$ cat config.mk
export PLATFORM = sky130hd
export DESIGN_NAME = dram_seq
export DESIGN_NICKNAME = d
export VERILOG_FILES = /design/src/rtl/dram_seq_pkg.sv /design/src/rtl/dram_seq_refresh_timer.sv /design/src/rtl/dram_seq.sv
export SDC_FILE = /design/constraint.sdc
export NUM_CORES = 1
export LEC_CHECK = 0
export ABC_AREA = 1
export CAP_MARGIN = 10
export CORE_UTILIZATION = 35
export CTS_BUF_LIST = sky130_fd_sc_hd__clkbuf_8 sky130_fd_sc_hd__clkbuf_16
export DETAILED_ROUTE_END_ITERATION = 8
export DONT_BUFFER_PORTS = 1
export SETUP_SLACK_MARGIN = 0.3
export SLEW_MARGIN = 40
export SYNTH_ARGS = -nofsm -noshare
export SYNTH_HDL_FRONTEND = slang
export SYNTH_HIERARCHICAL = 1
export SYNTH_SLANG_ARGS = --single-unit
$ cat constraint.sdc
create_clock -name clk -period 5.1 [get_ports clk]
set_input_delay 0.765 -clock clk [delete_from_list [all_inputs] [get_ports clk]]
set_output_delay 0.765 -clock clk [all_outputs]
set_load 0.005 [all_outputs]
$ cat src/rtl/dram_seq_pkg.sv
// dram_seq_pkg: shared FSM state encoding and address-width helper for the DRAM sequencer.
package dram_seq_pkg;

    typedef enum logic [2:0] {
        S_IDLE,
        S_ROW,
        S_COL,
        S_CAS,
        S_PRE,
        S_RCAS,
        S_RRAS
    } state_e;

    localparam int CNT_W = 16;

    function automatic int addr_w(input int row_bits, input int col_bits);
        return (row_bits > col_bits) ? row_bits : col_bits;
    endfunction

endpackage

$ cat src/rtl/dram_seq_refresh_timer.sv
// dram_seq_refresh_timer: free-running refresh interval counter with pending flag and late pulse.
module dram_seq_refresh_timer #(
    parameter int REF_INTERVAL = 390
) (
    input  logic clk,
    input  logic rst_n,
    input  logic ref_taken_i,
    output logic ref_pending_o,
    output logic ref_late_o
);

    localparam int W = $clog2(REF_INTERVAL);

    logic [W-1:0] cnt_q;
    logic         pend_q;
    logic         late_q;
    logic         wrap;

    assign wrap          = (cnt_q == W'(REF_INTERVAL - 1));
    assign ref_pending_o = pend_q;
    assign ref_late_o    = late_q;

    // A wrap always re-arms the request, even if it coincides with the refresh being taken.
    always_ff @(posedge clk or negedge rst_n) begin
        if (!rst_n) begin
            cnt_q  <= '0;
            pend_q <= 1'b0;
            late_q <= 1'b0;
        end else begin
            cnt_q  <= wrap ? '0 : cnt_q + 1'b1;
            pend_q <= wrap | (pend_q & ~ref_taken_i);
            late_q <= wrap & pend_q & ~ref_taken_i;
        end
    end

endmodule

$ cat src/rtl/dram_seq.sv
// dram_seq: async-DRAM access sequencer with programmable RAS/MUX/CAS/precharge timing and CBR refresh.
module dram_seq
    import dram_seq_pkg::*;
#(
    parameter int ROW_BITS     = 8,
    parameter int COL_BITS     = 8,
    parameter int T_ROW        = 1,
    parameter int T_MUX        = 1,
    parameter int T_CAS        = 2,
    parameter int T_PRE        = 1,
    parameter int T_REF        = 2,
    parameter int REF_INTERVAL = 390,
    localparam int ADDR_W      = addr_w(ROW_BITS, COL_BITS)
) (
    input  logic                         clk,
    input  logic                         rst_n,
    input  logic                         req,
    input  logic                         we,
    input  logic [ROW_BITS+COL_BITS-1:0] addr,
    output logic                         ready,
    output logic                         ack,
    output logic                         ras_n,
    output logic                         cas_n,
    output logic                         we_n,
    output logic                         mux,
    output logic [ADDR_W-1:0]            dram_addr,
    output logic                         ref_late
);

    state_e             state_q, state_d;
    logic [CNT_W-1:0]   cnt_q, cnt_d;
    logic               we_q, we_d;
    logic [ADDR_W-1:0]  row_q, row_d, col_q, col_d;
    logic               ref_pending, ref_taken, accept, done, in_acc;

    function automatic logic [CNT_W-1:0] phase_len(input state_e s);
        return (s == S_ROW)  ? CNT_W'(T_ROW - 1) :
               (s == S_COL)  ? CNT_W'(T_MUX - 1) :
               (s == S_CAS)  ? CNT_W'(T_CAS - 1) :
               (s == S_PRE)  ? CNT_W'(T_PRE - 1) :
               (s == S_RRAS) ? CNT_W'(T_REF - 1) : '0;
    endfunction

    dram_seq_refresh_timer #(
        .REF_INTERVAL(REF_INTERVAL)
    ) u_timer (
        .clk          (clk),
        .rst_n        (rst_n),
        .ref_taken_i  (ref_taken),
        .ref_pending_o(ref_pending),
        .ref_late_o   (ref_late)
    );

    assign ready     = (state_q == S_IDLE) & ~ref_pending;
    assign accept    = ready & req;
    assign ref_taken = (state_q == S_IDLE) & ref_pending;
    assign done      = (cnt_q == '0);

    always_comb begin
        state_d = state_q;
        case (state_q)
            S_IDLE:  state_d = ref_pending ? S_RCAS : (req ? S_ROW : S_IDLE);
            S_ROW:   state_d = done ? S_COL : S_ROW;
            S_COL:   state_d = done ? S_CAS : S_COL;
            S_CAS:   state_d = done ? S_PRE : S_CAS;
            S_PRE:   state_d = done ? S_IDLE : S_PRE;
            S_RCAS:  state_d = S_RRAS;
            S_RRAS:  state_d = done ? S_PRE : S_RRAS;
            default: state_d = S_IDLE;
        endcase
    end

    assign cnt_d  = (state_d != state_q) ? phase_len(state_d) : (done ? cnt_q : cnt_q - 1'b1);
    assign we_d   = accept ? we : we_q;
    assign row_d  = accept ? ADDR_W'(addr[ROW_BITS+COL_BITS-1:COL_BITS]) : row_q;
    assign col_d  = accept ? ADDR_W'(addr[COL_BITS-1:0]) : col_q;
    assign in_acc = state_d inside {S_ROW, S_COL, S_CAS};

    // Pins are decoded from the next state so they switch on the same edge as the FSM.
    always_ff @(posedge clk or negedge rst_n) begin
        if (!rst_n) begin
            state_q   <= S_IDLE;
            cnt_q     <= '0;
            we_q      <= 1'b0;
            row_q     <= '0;
            col_q     <= '0;
            ras_n     <= 1'b1;
            cas_n     <= 1'b1;
            we_n      <= 1'b1;
            mux       <= 1'b0;
            ack       <= 1'b0;
            dram_addr <= '0;
        end else begin
            state_q   <= state_d;
            cnt_q     <= cnt_d;
            we_q      <= we_d;
            row_q     <= row_d;
            col_q     <= col_d;
            ras_n     <= ~(in_acc | (state_d == S_RRAS));
            cas_n     <= ~(state_d inside {S_CAS, S_RCAS, S_RRAS});
            we_n      <= in_acc ? ~we_d : 1'b1;
            mux       <= state_d inside {S_COL, S_CAS};
            ack       <= (state_d == S_CAS) & (cnt_d == '0);
            dram_addr <= (state_d inside {S_COL, S_CAS}) ? col_d : row_d;
        end
    end

endmodule

==> out/metrics.cfg <==
[outcome]
outcome = complete, but fails checks
violations = DRC

[worst_setup_path]
worst_setup_path_start_kind = flip-flop
rrSetupSlack_ns = 2.26
crit_type = flip-flop to flip-flop
crit_arrival_ns = 3.07
worstReg2RegEnd = ack$_DFF_PN0_
r2r_start = cnt_q[0]$_DFF_PN0_
worstSetupEndpointType = flip-flop
cp.required_ns = 5.33
reg2regPathDepth = 16
crit_fanout = 12

[detailed_routing]
vias_per_cell = 4.67
drtPass1Iterations = 8
ant_nets = 0
routed_wl_um = 6290
drc = 1
vias = 2426
routedWlPerCell_um = 12.1
drt_iter0_drc = 115

[placement]
place.gp.congestion = 0.888
io_buffer_count = 0
hpwlAfterDp_um = 4590

[power_and_ir_drop]
switchingPower_w = 0.00117
switching_share_pct = 48.2
p_per_area_nw_per_um2 = 724
p_clk_share_pct = 15.5
power.total_w = 0.00243
combPwrFrac_pct = 53.0
p_int_w = 0.00126
ir_drop_uv = 435
p_seq_share_pct = 31.5
p_leak_nw = 1.76

[clock_network]
clkSinkCount = 60
cts_resized = 0
cts_buffer_depth = 2
path_clk_slew_ns = 0.07
cts-root-buf = clkbuf_8
cts_setup_buffers = 0
cts_hold_buf = 0
tritoncts = yes
h-tree-depth = 3
clock_latency_ns = 0.34
cts_buffers = 9

[final_layout]
num-nets-final = 430
n_antenna_cell = 0
drive_gt1_share_pct = 12.4
areaGrowthSynthToFinish_pct = 8.05

[sta]
rsz0062_at_grt = false
fin_crit_ns = 2.84
slew_headroom_pct = 62.0
finalSetupTns_ns = 0
post-route-period-util_pct = 55.6
worst_pin_slew_ns = 0.569
max_freq_mhz = 352
fin_skew_ns = 0.00765
drv_slew = 0
final-hold-violation-count = 0
setup_viol = 0

[grt]
grt_pass1_wl_um = 10700
overflow = 0
grt_use_total_pct = 15.3
grt_pass1_vias = 2338
grt_start_max_net_pins = 61
grt_antenna_before_repair = 0

[logic_synthesis]
synthCells = 404
synth.avg_cell_area_um2 = 7.69
syn-num-nets = 427
ys_ff_latch = 60
ys_seq_area_share_pct = 48.4
netlist_area_um2 = 3110
yosys_warnings = 6
yosys.cell_types.count = 32

[min_path]
min-delay-path-class = input port to async pin

[floorplanning]
die_h_um = 96.2
start_util_pct = 35.8
pin_count = 35
rows = 34
die_area_um2 = 9260
fp.dieW_um = 96.2
core-area_um2 = 8680

[run]
maxCapViolCount = 0

-- layout by cell type, fill, tap and decap left out, types with 3 or more instances in the layout --
| cell type | count |
|---|---|
| nand2_1 | 128 |
| nor2_1 | 64 |
| dfrtp_1 | 57 |
| inv_1 | 42 |
| nand3_1 | 18 |
| a21oi_1 | 10 |
| nand2_2 | 9 |
| clkbuf_8 | 9 |
| nor2_2 | 8 |
| a31oi_1 | 8 |
| o21ai_0 | 6 |
| xor2_1 | 5 |
| or2_2 | 5 |
| inv_2 | 4 |
| nor2_4 | 4 |
| o211ai_1 | 4 |
| and3_1 | 3 |
| xnor2_1 | 3 |
| ha_1 | 3 |
| dfstp_2 | 3 |
-- layer usage --
metal | share of wire [%] | routed length, um | global-route usage, % | vias up
met5 | 0 | 0 | 0 | -
met4 | 1.6 | 99 | 5.60 | 0
met3 | 6.1 | 385 | 4.74 | 10
met2 | 45 | 2810 | 23.6 | 54
met1 | 48 | 2990 | 20.1 | 1105
li1 | - | - | - | 1257
-- stage by stage --
stage | worst slack, ns | instance area (um2) | cells | utilization [%] | hold WS (ns)
after floorplan | 3.09 | 3110 | 404 | - | 0.444
after global placement | 2.39 | 3180 | 504 | 36.7 | 0.458
after detailed placement | 2.28 | 3180 | 504 | 36.7 | 0.462
after CTS | 2.27 | 3360 | 520 | 38.7 | 0.0972
after global routing | 1.89 | 3360 | 520 | 38.7 | 0.0875
final | 2.26 | 3360 | 520 | 38.7 | 0.118
-- layout make-up --
| cell class | count | area [um2] |
|---|---|---|
| clock buffer | 9 | 124 |
| clock inverter | 7 | 51.3 |
| fill | 922 | 5320 |
| inverter | 47 | 176 |
| multi-input combinational | 289 | 1370 |
| sequential | 60 | 1510 |
| tap | 108 | 135 |
-- cell usage after synthesis --
master    number  share of area (%)
nand3_2        1               0.32
nand4_1        2               0.40
a31oi_1        8                1.6
nor3_1         2               0.32
a211oi_1       1               0.24
a21oi_4        1               0.52
dfrtp_1       57                 46
nand3b_1       2               0.48
inv_1         42                5.1
buf_2          3               0.48
ha_1           3                1.2
dfstp_2        3                2.5
or2_2          5                1.0
nand2_2        9                1.8
nor2_2         8                1.6
o31ai_1        1               0.24
xnor2_1        3               0.85
and3_1         3               0.60
o21ai_0        6               0.97
o211ai_1       4               0.97
nor2_4         4                1.4
nor2_1        64                7.7
buf_4          1               0.24
nand2_1      128                 15
o21bai_1       1               0.24
clkbuf_1       1               0.12
clkinv_1       1               0.12
xor2_1         5                1.4
a21oi_1       10                1.6
inv_2          4               0.48
nand3_1       18                2.9
buf_6          3                1.1
-- cells by family after synthesis --
logic type | Yosys count | share of synthesized area (%)
AOI/OAI and AO/OA | 32 | 6.40
xor gates and xnor gates | 8 | 2.25
adders and majority gates | 3 | 1.21
buffers and inverters | 55 | 7.61
DFF | 60 | 48.4
and+or+nand+nor | 246 | 34.1
-- worst max-delay path, cell delays in order, from the launching register on --
cell     delay [ns]
dfrtp_1        0.39
inv_1          0.10
ha_1           0.26
nand2_2        0.13
nor2_4         0.06
nand2_2        0.21
nand2_1        0.11
nand3_2        0.14
nor2_1         0.05
nor2_1         0.45
nand2_1        0.37
inv_1          0.17
nand2_1        0.07
nand2_1        0.08
inv_1          0.04
nand2_1        0.06
nor2_1         0.04
-- how the worst max path moves through the flow --
stage	slack (ns)	end	start	cells past startpoint
finish	2.26	ack$_DFF_PN0_	cnt_q[0]$_DFF_PN0_	16
global route	1.89	ack$_DFF_PN0_	cnt_q[0]$_DFF_PN0_	15
CTS	2.27	ack$_DFF_PN0_	cnt_q[0]$_DFF_PN0_	16
detailed placement	2.28	ack$_DFF_PN0_	cnt_q[0]$_DFF_PN0_	16
global placement	2.39	ack$_DFF_PN0_	cnt_q[0]$_DFF_PN0_	15
floorplan	3.09	ack$_DFF_PN0_	cnt_q[0]$_DFF_PN0_	16
-- power groups by stage --
stage,clock [W],combinational [W],sequential [W]
2_1_floorplan,0,0.00112,0.000743
3_3_place_gp,0,0.00128,0.000771
3_5_place_dp,0,0.00129,0.000773
4_1_cts,0.000387,0.00129,0.000766
5_1_grt,0.000410,0.00148,0.000787
6_report,0.000376,0.00129,0.000766
-- state kept, by name, indices dropped and copies added (netlist names), 3 cells and up --
| signal | count |
|---|---|
| col_q | 8 |
| dram_addr | 8 |
| row_q | 8 |
| u_timer/cnt_q | 9 |
| state_q | 3 |
| cnt_q | 16 |
Note: power is estimated with default switching activity, not from simulation.
